**src/rtl/uart_pkg.sv**
```systemverilog
// uart_pkg: definitions shared by the UART receive and transmit shift engines.
//   rx_state_t     : receive FSM states
//   OSM16 / OSM13  : oversampling ratios (ticks per bit)
//   HALF16/HALF13  : counter value of the start-bit mid-sample (N/2 - 1)
//   wls_t          : word-length select encoding, 5..8 data bits
//   last_bit_idx() : index of the final data bit for a given word length
package uart_pkg;

  typedef enum logic [2:0] {
    ST_IDLE,
    ST_START,
    ST_DATA,
    ST_PARITY,
    ST_STOP
  } rx_state_t;

  localparam logic [4:0] OSM16  = 5'd16;
  localparam logic [4:0] OSM13  = 5'd13;
  localparam logic [4:0] HALF16 = 5'd7;
  localparam logic [4:0] HALF13 = 5'd5;

  typedef enum logic [1:0] {
    WLS_5 = 2'd0,
    WLS_6 = 2'd1,
    WLS_7 = 2'd2,
    WLS_8 = 2'd3
  } wls_t;

  function automatic logic [2:0] last_bit_idx(input logic [1:0] wls);
    return 3'd4 + {1'b0, wls};
  endfunction

endpackage

```
**src/rtl/uart_rx_sync.sv**
```systemverilog
// uart_rx_sync: two-flop synchronizer for the asynchronous RX line plus the
// "armed" tracker that blocks a held-low line (break) from retriggering.
//   clk, rst   : clock, synchronous active-high reset
//   serial_raw : asynchronous RX line
//   idle       : receiver FSM is in IDLE
//   start_acc  : receiver accepted a start this cycle (disarms)
//   line       : synchronized RX line (resets high)
//   armed      : a high line has been seen in IDLE since the last start
module uart_rx_sync (
  input  logic clk,
  input  logic rst,
  input  logic serial_raw,
  input  logic idle,
  input  logic start_acc,
  output logic line,
  output logic armed
);

  logic meta;

  always_ff @(posedge clk) begin
    if (rst) begin
      meta  <= 1'b1;
      line  <= 1'b1;
      armed <= 1'b0;
    end else begin
      meta <= serial_raw;
      line <= meta;
      if (start_acc)
        armed <= 1'b0;
      else if (idle && line)
        armed <= 1'b1;
    end
  end

endmodule

```
**src/rtl/uart_rx_shift.sv**
```systemverilog
// uart_rx_shift: UART receive shift engine. Oversamples serial_in on bclk_in,
// reassembles 5..8 data bits LSB-first, checks parity and the first stop bit.
//   bclk_in    : baud clock, one oversample tick per cycle
//   rst_in     : synchronous active-high reset
//   enable_in  : receiver enable; low aborts the frame and holds IDLE
//   serial_in  : asynchronous RX line, idle high
//   osm_sel_in : 0 = 16x, 1 = 13x oversampling
//   wls_in     : word length 0..3 = 5..8 bits
//   pen_in, eps_in, sp_in : parity enable / even select / stick parity
//   rbr_out    : received character, zero-extended
//   valid_out  : one-cycle pulse when rbr_out and flags update
//   pe_out, fe_out, bi_out : parity, framing, break flags of last character
//   busy_out   : FSM not in IDLE
module uart_rx_shift
  import uart_pkg::*;
(
  input  logic       bclk_in,
  input  logic       rst_in,
  input  logic       enable_in,
  input  logic       serial_in,
  input  logic       osm_sel_in,
  input  logic [1:0] wls_in,
  input  logic       pen_in,
  input  logic       eps_in,
  input  logic       sp_in,
  output logic [7:0] rbr_out,
  output logic       valid_out,
  output logic       pe_out,
  output logic       fe_out,
  output logic       bi_out,
  output logic       busy_out
);

  rx_state_t  state, state_nxt;
  logic       line, armed, idle;
  logic [4:0] cnt, half_pt, last_pt;
  logic [2:0] bit_cnt;
  logic [7:0] shreg;
  logic [1:0] wls_r;
  logic       pen_r, eps_r, sp_r, osm_r;
  logic       par_samp, exp_par;
  logic       at_half, at_last, last_data;
  logic       start_acc, samp_data, samp_par, samp_stop, cnt_clr;

  assign idle = (state == ST_IDLE);

  uart_rx_sync u_sync (
    .clk        (bclk_in),
    .rst        (rst_in),
    .serial_raw (serial_in),
    .idle       (idle),
    .start_acc  (start_acc),
    .line       (line),
    .armed      (armed)
  );

  assign half_pt   = osm_r ? HALF13 : HALF16;
  assign last_pt   = osm_r ? (OSM13 - 5'd1) : (OSM16 - 5'd1);
  assign at_half   = (cnt == half_pt);
  assign at_last   = (cnt == last_pt);
  assign last_data = (bit_cnt == last_bit_idx(wls_r));
  // shreg is cleared at start, so bits above the word length do not disturb the XOR
  assign exp_par   = sp_r ? ~eps_r : ((^shreg) ^ ~eps_r);
  assign busy_out  = ~idle;

  always_comb begin
    state_nxt = state;
    start_acc = 1'b0;
    samp_data = 1'b0;
    samp_par  = 1'b0;
    samp_stop = 1'b0;
    cnt_clr   = 1'b0;
    case (state)
      ST_IDLE: begin
        if (armed && !line) begin
          start_acc = 1'b1;
          state_nxt = ST_START;
        end
      end
      ST_START: begin
        if (at_half) begin
          cnt_clr   = 1'b1;
          state_nxt = line ? ST_IDLE : ST_DATA;
        end
      end
      ST_DATA: begin
        if (at_last) begin
          cnt_clr   = 1'b1;
          samp_data = 1'b1;
          if (last_data)
            state_nxt = pen_r ? ST_PARITY : ST_STOP;
        end
      end
      ST_PARITY: begin
        if (at_last) begin
          cnt_clr   = 1'b1;
          samp_par  = 1'b1;
          state_nxt = ST_STOP;
        end
      end
      ST_STOP: begin
        if (at_last) begin
          cnt_clr   = 1'b1;
          samp_stop = 1'b1;
          state_nxt = ST_IDLE;
        end
      end
      default: state_nxt = ST_IDLE;
    endcase
    if (!enable_in) begin
      state_nxt = ST_IDLE;
      start_acc = 1'b0;
      samp_data = 1'b0;
      samp_par  = 1'b0;
      samp_stop = 1'b0;
    end
  end

  always_ff @(posedge bclk_in) begin
    if (rst_in) begin
      state     <= ST_IDLE;
      cnt       <= '0;
      bit_cnt   <= '0;
      shreg     <= '0;
      wls_r     <= '0;
      pen_r     <= 1'b0;
      eps_r     <= 1'b0;
      sp_r      <= 1'b0;
      osm_r     <= 1'b0;
      par_samp  <= 1'b0;
      rbr_out   <= '0;
      valid_out <= 1'b0;
      pe_out    <= 1'b0;
      fe_out    <= 1'b0;
      bi_out    <= 1'b0;
    end else begin
      state     <= state_nxt;
      valid_out <= samp_stop;
      if (idle || cnt_clr)
        cnt <= '0;
      else
        cnt <= cnt + 5'd1;
      if (start_acc) begin
        wls_r    <= wls_in;
        pen_r    <= pen_in;
        eps_r    <= eps_in;
        sp_r     <= sp_in;
        osm_r    <= osm_sel_in;
        bit_cnt  <= '0;
        shreg    <= '0;
        par_samp <= 1'b0;
      end
      if (samp_data) begin
        shreg[bit_cnt] <= line;
        bit_cnt        <= bit_cnt + 3'd1;
      end
      if (samp_par)
        par_samp <= line;
      if (samp_stop) begin
        rbr_out <= shreg;
        pe_out  <= pen_r & (par_samp != exp_par);
        fe_out  <= ~line;
        // par_samp stays 0 when parity is disabled, so it drops out of the break test
        bi_out  <= (shreg == '0) && !par_samp && !line;
      end
    end
  end

endmodule
```
**config.mk**
```make
export PLATFORM = sky130hd
export DESIGN_NAME = uart_rx_shift
export DESIGN_NICKNAME = d
export VERILOG_FILES = /design/src/rtl/uart_pkg.sv /design/src/rtl/uart_rx_sync.sv /design/src/rtl/uart_rx_shift.sv
export SDC_FILE = /design/constraint.sdc
export NUM_CORES = 1
export LEC_CHECK = 0
export CAP_MARGIN = 20
export CORE_MARGIN = 2
export CORE_UTILIZATION = 29
export DETAILED_ROUTE_END_ITERATION = 10
export HOLD_SLACK_MARGIN = 0.15
export PLACE_DENSITY = 0.53
export SETUP_SLACK_MARGIN = 0.15
export SYNTH_ARGS = -nofsm -noshare
export SYNTH_HDL_FRONTEND = slang
export SYNTH_SLANG_ARGS = --single-unit
```
**constraint.sdc**
```tcl
create_clock -name bclk_in -period 2.1 [get_ports bclk_in]
set_input_delay 0.42 -clock bclk_in [delete_from_list [all_inputs] [get_ports bclk_in]]
set_output_delay 0.42 -clock bclk_in [all_outputs]
set_load 0.02 [all_outputs]
```
# After elaboration in Yosys (flattened, before gate mapping)
# Cells that the tools add are included.
classes:
  reduce_logical: 18
  n_mux: 34
  n_addsub: 3
  n_eq_ne: 14
  order_cmp: 2
  n_bitwise: 6
ops:
  columns: ["op", "n"]
  rows:
  - ["$mux 3", 9]
  - ["$mux 8", 3]
  - ["$mux 1", 15]
  - ["$pmux 3 s5", 1]
  - ["$ne 2x2->1 const B", 5]
  - ["$bwmux 8", 1]
  - ["$logic_not 8->1", 1]
  - ["$reduce_xor 8->1", 1]
  - ["$eq 3x2->1 const B", 2]
  - ["$mux 2", 3]
  - ["$reduce_and 6->1", 1]
  - ["$reduce_or 2->1", 3]
  - ["$add 5x1->5 const B", 1]
  - ["$eq 5x3->1", 1]
  - ["$eq 5x4->1", 1]
  - ["$logic_and 1x1->1", 5]
  - ["$lt 3x4->1 const B", 1]
  - ["$not 1->1", 4]
  - ["$reduce_bool 2->1", 2]
  - ["$add 3x1->3 const B", 1]
  - ["$add 3x2->3 const A", 1]
  - ["$demux 1 s3", 1]
  - ["$eq 3x1->1 const B", 1]
  - ["$eq 3x3->1", 1]
  - ["other kinds (11)", 12]
word_totals:
  word_cells: 95
  regBits: 41
  output_inout_bits: 13
  input_bits: 10

# Logic depth before layout (Yosys ltp)
# Gate-level depths: netlist of run 1.
depth:
  word_depth: 9
  ltp_mapped: 7
  depth_no_buf: 7

# Modules after synthesis
# Synthesis of run 1 repeated with hierarchy kept, for this count alone.
hier_totals:
  cells_unflattened: 221
  hier_area_um2: 1894.3
modules_own_cells:
  columns: ["module", "instances", "seq_area_each_um2", "cells_per_inst", "area_per_inst_um2"]
  rows:
  - ["uart_rx_shift", 1, 760.7, 214, 1811.7]
  - ["uart_rx_sync", 1, 60.1, 7, 82.6]

# Worst setup path after synthesis of run 1
# Ideal clock, no wire load.
synth_path:
  path_kind: "reg2reg"
  from: "register state[1]"
  to: "register shreg[0]"
  t_arrival_ns: 1.751
  setup_ns: 0.131
  path_buffers: 1
  setup_slack_ns: 0.218
  stages_incl_launch_ff: 7
  required_ns: 1.969
  path_cell_list: "dfxtp_1 -> buf_4 -> or3b_4 -> a2111oi_4 -> nand2b_4 -> o311ai_1 -> o41ai_1"
synth_between:
  elab_chain_cells: 7
  elab_cells_between_ends: 10
synth_rtl:
  columns: ["item", "line_no", "rtl"]
  rows:
  - ["from (decl)", "uart_rx_shift.sv:34", "rx_state_t state, state_nxt;"]
  - ["from (signal assigned)", "uart_rx_shift.sv:137", "state <= state_nxt;"]
  - ["$logic_not 3->1", "uart_rx_shift.sv:73", "case (state)"]
  - ["$mux 1", "uart_rx_shift.sv:73", null]
  - ["$mux 1", "uart_rx_shift.sv:110", "if (!enable_in) begin"]
  - ["$mux 8", "uart_rx_shift.sv:143", "if (start_acc) begin"]
  - ["$mux 8", "uart_rx_shift.sv:120", "if (rst_in) begin"]
  - ["$bwmux 8", "uart_rx_shift.sv:154", "shreg[bit_cnt] <= line;"]
  - ["$mux 8 *", "uart_rx_shift.sv:153", "if (samp_data) begin"]
  - ["to (signal, indexed assignment)", "uart_rx_shift.sv:154", null]
  - ["to (decl)", "uart_rx_shift.sv:38", "logic [7:0] shreg;"]
# Mark *: on every way between the ends. The rest lies on a longest branch, timed or not. The select of a mux whose other input is x is not followed.
# A chain may end at the register's enable or synchronous reset.

# Worst setup path in the final report of run 1
layout_path:
  from: "register cnt[0]"
  to: "register shreg[0]"
layout_between:
  elab_chain_cells: 5
layout_rtl:
  columns: ["item", "line_no", "rtl"]
  rows:
  - ["from (decl)", "uart_rx_shift.sv:36", "logic [4:0] cnt, half_pt, last_pt;"]
  - ["from (signal assigned)", "uart_rx_shift.sv:142", "cnt <= cnt + 5'd1;"]
  - ["$eq 5x4->1", "uart_rx_shift.sv:60", "assign at_last = (cnt == last_pt);"]
  - ["$mux 1", "uart_rx_shift.sv:87", "if (at_last) begin"]
  - ["$mux 1", "uart_rx_shift.sv:73", null]
  - ["$mux 1", "uart_rx_shift.sv:110", null]
  - ["$mux 8", "uart_rx_shift.sv:153", null]
# No other way between the ends.

==> results.yml, run 1 <==
sta:
  tightest_slew_ns: 0.473
  final_max_slew_viol_count: 0
  hold_viol_final: 0
  slew_headroom_pct: 67.7
  finalSetupTns_ns: 0
  setup_viol: 0
  max_clock_freq_mhz: 536
  final.period_utilization_pct: 88.9
  fin_ws_ns: 0.234
  rsz0062_at_grt: "yes"
  timing.final.crit_period_ns: 1.87
  skew_ns: 0.00713
power:
  powerDensity_nw_per_um2: 623
  ir_drop_uv: 297
  switching_share_pct: 20.7
  switchingPower_mw: 0.314
  power.internal_mw: 1.20
  p_leak_nw: 0.973
  seq_power_share_pct: 51.9
  comb_power_share_pct: 4.5
  clockPowerShare_pct: 43.7
route:
  dr_total_vias: 1552
  routed_wl_mm: 4.02
  wl_per_cell_microns: 12.5
  drcViolationCount: 0
  drtIter0Drc: 69
  first_pass_iters: 4
  routed_via_density: 4.82
  postRouteAntennaNets: 0
synth:
  syn_inst: 213
  avgSynthCellArea_sq_um: 9.13
  syn_nets: 229
  async_flop_share_pct: 0
  synth_seq_cells: 41
  ys_seq_area_share_pct: 42.2
  synth_top_cells_by_count: "41 x dfxtp_1, 32 x nor2_1, 18 x mux2i_1"
  yosysTopAreaCellShare_pct: 42.2
  synth_area_leaders: "dfxtp_1 42%, mux2i_1 9.3%, nor2_1 6.2%"
  yosysTopAreaCell: "dfxtp_1"
  syn_area_sq_um: 1950
  yosys_most_used_dff: "dfxtp_1"
  synth_warnings: 0
  synth_edf_count: 0
  ys_types: 43
  synth_most_common_cell: "dfxtp_1"
critical_path:
  r2r_end: "shreg[0]$_SDFF_PP0_"
  reg2reg_depth: 6
  r2r_setup_slack_ns: 0.23
  slowest_stage: "or3b_4"
  crit_fanout: 9
  arrival_ns: 2.04
  crit_type: "reg -> reg"
  slowest_delay_ns: 0.45
  crit_path_start: "cnt[0]$_SDFF_PP0_"
  r2r_start: "cnt[0]$_SDFF_PP0_"
  endpoint_kind: "register"
  cp.required_ns: 2.27
  path_cells: "or3b_4, a2111oi_4, buf_6, nand2b_4, o311ai_1, o41ai_1"
  crit_end: "shreg[0]$_SDFF_PP0_"
  setup.worst_path.start_class: "register"
hold_path:
  hold_path_class: "reg -> reg"
clock_tree:
  clkLatencyLatePin_ns: 0.29
  hold_buffers: 0
  clock-root-buffer: "clkbuf_8"
  cts.sinks: 41
  htree_levels: 2
  cts.reportedPaths.clkPinSlew_ns: 0.08
  cts_tree: "done"
  cts_buffers: 5
  ctsLongestPathBuffers: 2
finish:
  drive_above_1_share_pct: 13.9
  final_nets: 260
  diodes: 0
  area_growth_pct: 25.1
floorplan:
  die_y_microns: 85.9
  core_area_sq_um: 6420
  rows: 29
  start_util_pct: 30.3
  die_w_microns: 85.9
  dieArea_sq_um: 7380
  ios: 23
global_routing:
  grt_max_degree: 17
  grt_overflow: 0
  grt_pass1_wl_mm: 6.99
  antenna_found_initial: 0
  grt_pass1_vias: 1487
  grt.total_usage_pct: 11.7
outcome:
  status: "completed"
job:
  drv_cap: 0
placement:
  post-dp-hpwl_mm: 3.00
  pre_cts_slack_ns: 0.0950
  place_congestion: 0.817
  portBuffers: 22
-- worst min path at each step --
stage	from	cells after the start	slack [ns]	endpoint
finish	u_sync.meta$_SDFF_PP1_	1	0.41	u_sync.line$_SDFF_PP1_
detailed placement	u_sync.meta$_SDFF_PP1_	1	0.40	u_sync.line$_SDFF_PP1_
global route	u_sync.meta$_SDFF_PP1_	1	0.44	u_sync.line$_SDFF_PP1_
global placement	u_sync.meta$_SDFF_PP1_	1	0.39	u_sync.line$_SDFF_PP1_
CTS	u_sync.meta$_SDFF_PP1_	1	0.42	u_sync.line$_SDFF_PP1_
floorplan	u_sync.meta$_SDFF_PP1_	1	0.39	u_sync.line$_SDFF_PP1_
-- per-stage QoR --
step           power, mW  cells  cell area, sq um  hold WS [ns]  utilization [%]
6_report            1.52    322              2430         0.415             37.9
5_1_grt             1.58    322              2430         0.436             37.9
4_1_cts             1.54    322              2420         0.419             37.8
3_5_place_dp       0.874    314              2310         0.398             35.9
3_3_place_gp       0.874    314              2310         0.392             35.9
2_1_floorplan      0.838    213              1950         0.389                -
-- registers in the layout (all words and copies together) (netlist names), 2 cells and up --
register / count
state: 3
wls_r: 2
cnt: 5
bit_cnt: 3
rbr_out: 8
shreg: 8
-- final cells by class --
cell class,instances,area [sq um]
fill,645,3990
multi-input combinational,147,1030
sequential,41,822
timing repair buffer,34,313
tap,77,96.3
clock buffer,6,82.6
inverter,15,56.3
clock inverter,2,37.5
-- power groups by stage --
stage	combinational (mW)	sequential (mW)	clock, mW
after floorplan	0.0348	0.803	0
after global placement	0.0688	0.805	0
after detailed placement	0.0692	0.805	0
after CTS	0.0693	0.786	0.684
after global routing	0.0749	0.788	0.722
final	0.0681	0.786	0.662
-- logic make-up after synthesis --
| group | after synthesis | share of synthesized area, % |
|---|---|---|
| buffers and inverters | 25 | 5.27 |
| AOI/OAI and AO/OA | 28 | 11.1 |
| DFF | 41 | 42.2 |
| adders and majority gates | 6 | 3.86 |
| xor gates and xnor gates | 12 | 5.40 |
| and+or+nand+nor | 81 | 21.8 |
| muxes | 20 | 10.4 |
-- layer usage --
metal | part of all wire (%) | global-route usage [%]
met1 | 49 | 15.1
met2 | 45 | 19.0
met3 | 3.2 | 2.79
met4 | 1.9 | 4.47
met5 | 0 | 0
-- layout by cell type (no fill, tap or decap), types with 3 or more instances in the layout --
cell type | synthesis | routed
a21oi_1 | 5 | 5
buf_4 | 2 | 11
clkbuf_8 | 0 | 6
clkdlybuf4s50_1 | 0 | 21
dfxtp_1 | 41 | 40
ha_1 | 6 | 6
inv_1 | 15 | 15
mux2i_1 | 18 | 18
nand2_1 | 13 | 13
nand3_1 | 9 | 9
nand3b_1 | 3 | 3
nand4_1 | 4 | 4
nor2_1 | 32 | 32
nor2b_1 | 3 | 3
o21ai_0 | 7 | 6
xnor2_1 | 8 | 8
xor2_1 | 4 | 4
-- worst max-delay path, delay by kind of cell, from the launching register on --
kind / cells / cell delay (ns)
compound gates: 3 / 0.66
simple gates: 2 / 0.53
flops: 1 / 0.37
buf+inv: 1 / 0.19
-- what timing repair did --
action	CTS	global route
endpoints found under the setup margin	1	9
buffers inserted	0	0
resized for setup	1	4
(Power assumes the default switching activity.)
==> run 2, diff against run 1 <==
--- a/config.mk
+++ b/config.mk
@@ -8,6 +8,7 @@
 export CAP_MARGIN = 20
 export CORE_MARGIN = 2
 export CORE_UTILIZATION = 29
+export CTS_CLUSTER_DIAMETER = 150
 export DETAILED_ROUTE_END_ITERATION = 10
 export HOLD_SLACK_MARGIN = 0.15
 export PLACE_DENSITY = 0.53
==> results of run 2 <==
The final DEF is identical to that of run 1; final timing and power are the same.
==> run 3, diff against run 2 <==
--- a/config.mk
+++ b/config.mk
@@ -6,10 +6,12 @@
 export NUM_CORES = 1
 export LEC_CHECK = 0
 export CAP_MARGIN = 20
+export CORE_ASPECT_RATIO = 1.5
 export CORE_MARGIN = 2
 export CORE_UTILIZATION = 29
 export CTS_CLUSTER_DIAMETER = 150
 export DETAILED_ROUTE_END_ITERATION = 10
+export GPL_ROUTABILITY_DRIVEN = 0
 export HOLD_SLACK_MARGIN = 0.15
 export PLACE_DENSITY = 0.53
 export SETUP_SLACK_MARGIN = 0.15
==> run 3 against run 2 <==
Effect of this change:
- largest power group unchanged
- die area is 0.18% higher
- first-iteration DRC count is 17% higher
- critical path type unchanged
- combinational power is 3.1% higher
- total power shrank 0.14%
==> results.yml, run 3 (synthesis gave the netlist of run 1 again) <==
critical_path:
  arrival_ns: 2.09
  r2r_end: "bi_out$_SDFFE_PP0P_"
  endpoint_kind: "register"
  setup.worst_path.start_class: "register"
  r2r_setup_slack_ns: 0.25
  crit_type: "reg -> reg"
  r2r_start: "cnt[0]$_SDFF_PP0_"
  reg2reg_depth: 5
  cp.required_ns: 2.34
  crit_fanout: 6
sta:
  skew_ns: 0.00725
  final_max_slew_viol_count: 0
  tightest_slew_ns: 0.449
  slew_headroom_pct: 69.3
  finalSetupTns_ns: 0
  max_clock_freq_mhz: 540
  rsz0062_at_grt: "yes"
  final.period_utilization_pct: 88.1
  timing.final.crit_period_ns: 1.85
  hold_viol_final: 0
  setup_viol: 0
floorplan:
  dieArea_sq_um: 7390
  die_w_microns: 70.9
  start_util_pct: 30.0
  core_area_sq_um: 6490
  ios: 23
  die_y_microns: 104
  rows: 36
global_routing:
  antenna_found_initial: 0
  grt_pass1_wl_mm: 7.06
  grt.total_usage_pct: 12.0
  grt_overflow: 0
  grt_max_degree: 30
  grt_pass1_vias: 1459
finish:
  drive_above_1_share_pct: 14.8
  diodes: 0
  most-common-layout-cells: "41 x dfxtp_1, 32 x nor2_1, 21 x clkdlybuf4s50_1"
  final_cells: 326
  final_nets: 265
  fillers: 691
  area_growth_pct: 27.1
  top_regs: "rbr_out (8), shreg (8), cnt (5)"
  layout_commonest_cell: "dfxtp_1"
  final_area_sq_um: 2470
  finish.utilization_pct: 38.1
route:
  wl_per_cell_microns: 12.9
  postRouteAntennaNets: 0
  drtIter0Drc: 81
  wl_met3_microns: 115
  dr_total_vias: 1548
  routed_via_density: 4.75
  routed_wl_mm: 4.22
  drt-met1-wl_mm: 1.83
  top_layer: "met4"
  drcViolationCount: 0
  first_pass_iters: 4
  wl_met2_mm: 2.14
clock_tree:
  cts_buffers: 5
  cts.sinks: 41
  ctsLongestPathBuffers: 2
  clkLatencyLatePin_ns: 0.30
  htree_levels: 2
  cts_tree: "done"
  hold_buffers: 0
  cts.reportedPaths.clkPinSlew_ns: 0.09
  clock-root-buffer: "clkbuf_8"
hold_path:
  hold_path_startpoint: "u_sync.meta$_SDFF_PP1_"
  whs_path_depth: 1
  worstHoldEndpoint: "u_sync.line$_SDFF_PP1_"
  hold_path_class: "reg -> reg"
power:
  p_total_mw: 1.51
  p_leak_nw: 1.00
  powerDensity_nw_per_um2: 612
  ir_drop_uv: 357
outcome:
  status: "completed"
placement:
  portBuffers: 22
  place_area_sq_um: 2320
  post-dp-hpwl_mm: 3.09
  dp_cells: 313
job:
  drv_cap: 0
==> run 3: layout make-up <==
| cell class | instances | area [sq um] | share of cell area (%) |
|---|---|---|---|
| well taps | 76 | 95.1 | 3.85 |
| inverters | 15 | 56.3 | 2.28 |
| clock buffers | 5 | 68.8 | 2.78 |
| repair buffers | 39 | 363 | 14.7 |
| multi-input cells | 147 | 1020 | 41.3 |
| flip-flops and latches | 41 | 821 | 33.2 |
| clock inverters | 3 | 46.3 | 1.87 |
==> run 3: stage by stage <==
step                      setup WS (ns)  hold WS, ns
after floorplan                   0.218        0.389
after global placement            0.122        0.393
after detailed placement         0.0898        0.395
after CTS                         0.195        0.417
after global routing              0.136        0.422
final                             0.249        0.415
==> run 3: critical path, cell delays in order, from the launching register on <==
cell and delay [ns]:
dfxtp_1 0.36, or3b_4 0.45, a21oi_4 0.19, nand4_1 0.17, or4_1 0.51, a21oi_1 0.12
==> run 3: routing by layer <==
metal / GRT usage [%] / vias to the layer above
met5: 0 / -
met4: 6.87 / 0
met3: 2.42 / 11
met2: 19.6 / 23
met1: 14.4 / 711
li1: - / 803
==> run 3: timing repair <==
| item | in CTS | in global routing |
|---|---|---|
| pin swaps | 0 | 2 |
| setup endpoints to repair | 1 | 3 |
| gates resized for setup | 1 | 1 |
| buffers inserted | 0 | 5 |
==> run 3: report_power, final <==
group | total [mW] | internal, mW | leakage (nW) | switching, mW
Combinational | 0.0702 | 0.0353 | 0.616 | 0.0349
Clock | 0.658 | 0.356 | 0.0543 | 0.302
Sequential | 0.786 | 0.782 | 0.331 | 0.00370
==> run 3: worst max path at each step <==
stage	startpoint	to
6_report	cnt[0]$_SDFF_PP0_	bi_out$_SDFFE_PP0P_
5_1_grt	cnt[0]$_SDFF_PP0_	shreg[0]$_SDFF_PP0_
4_1_cts	cnt[0]$_SDFF_PP0_	bi_out$_SDFFE_PP0P_
3_5_place_dp	enable_in	shreg[0]$_SDFF_PP0_
3_3_place_gp	enable_in	shreg[0]$_SDFF_PP0_
2_1_floorplan	state[1]$_SDFFE_PP0P_	shreg[0]$_SDFF_PP0_
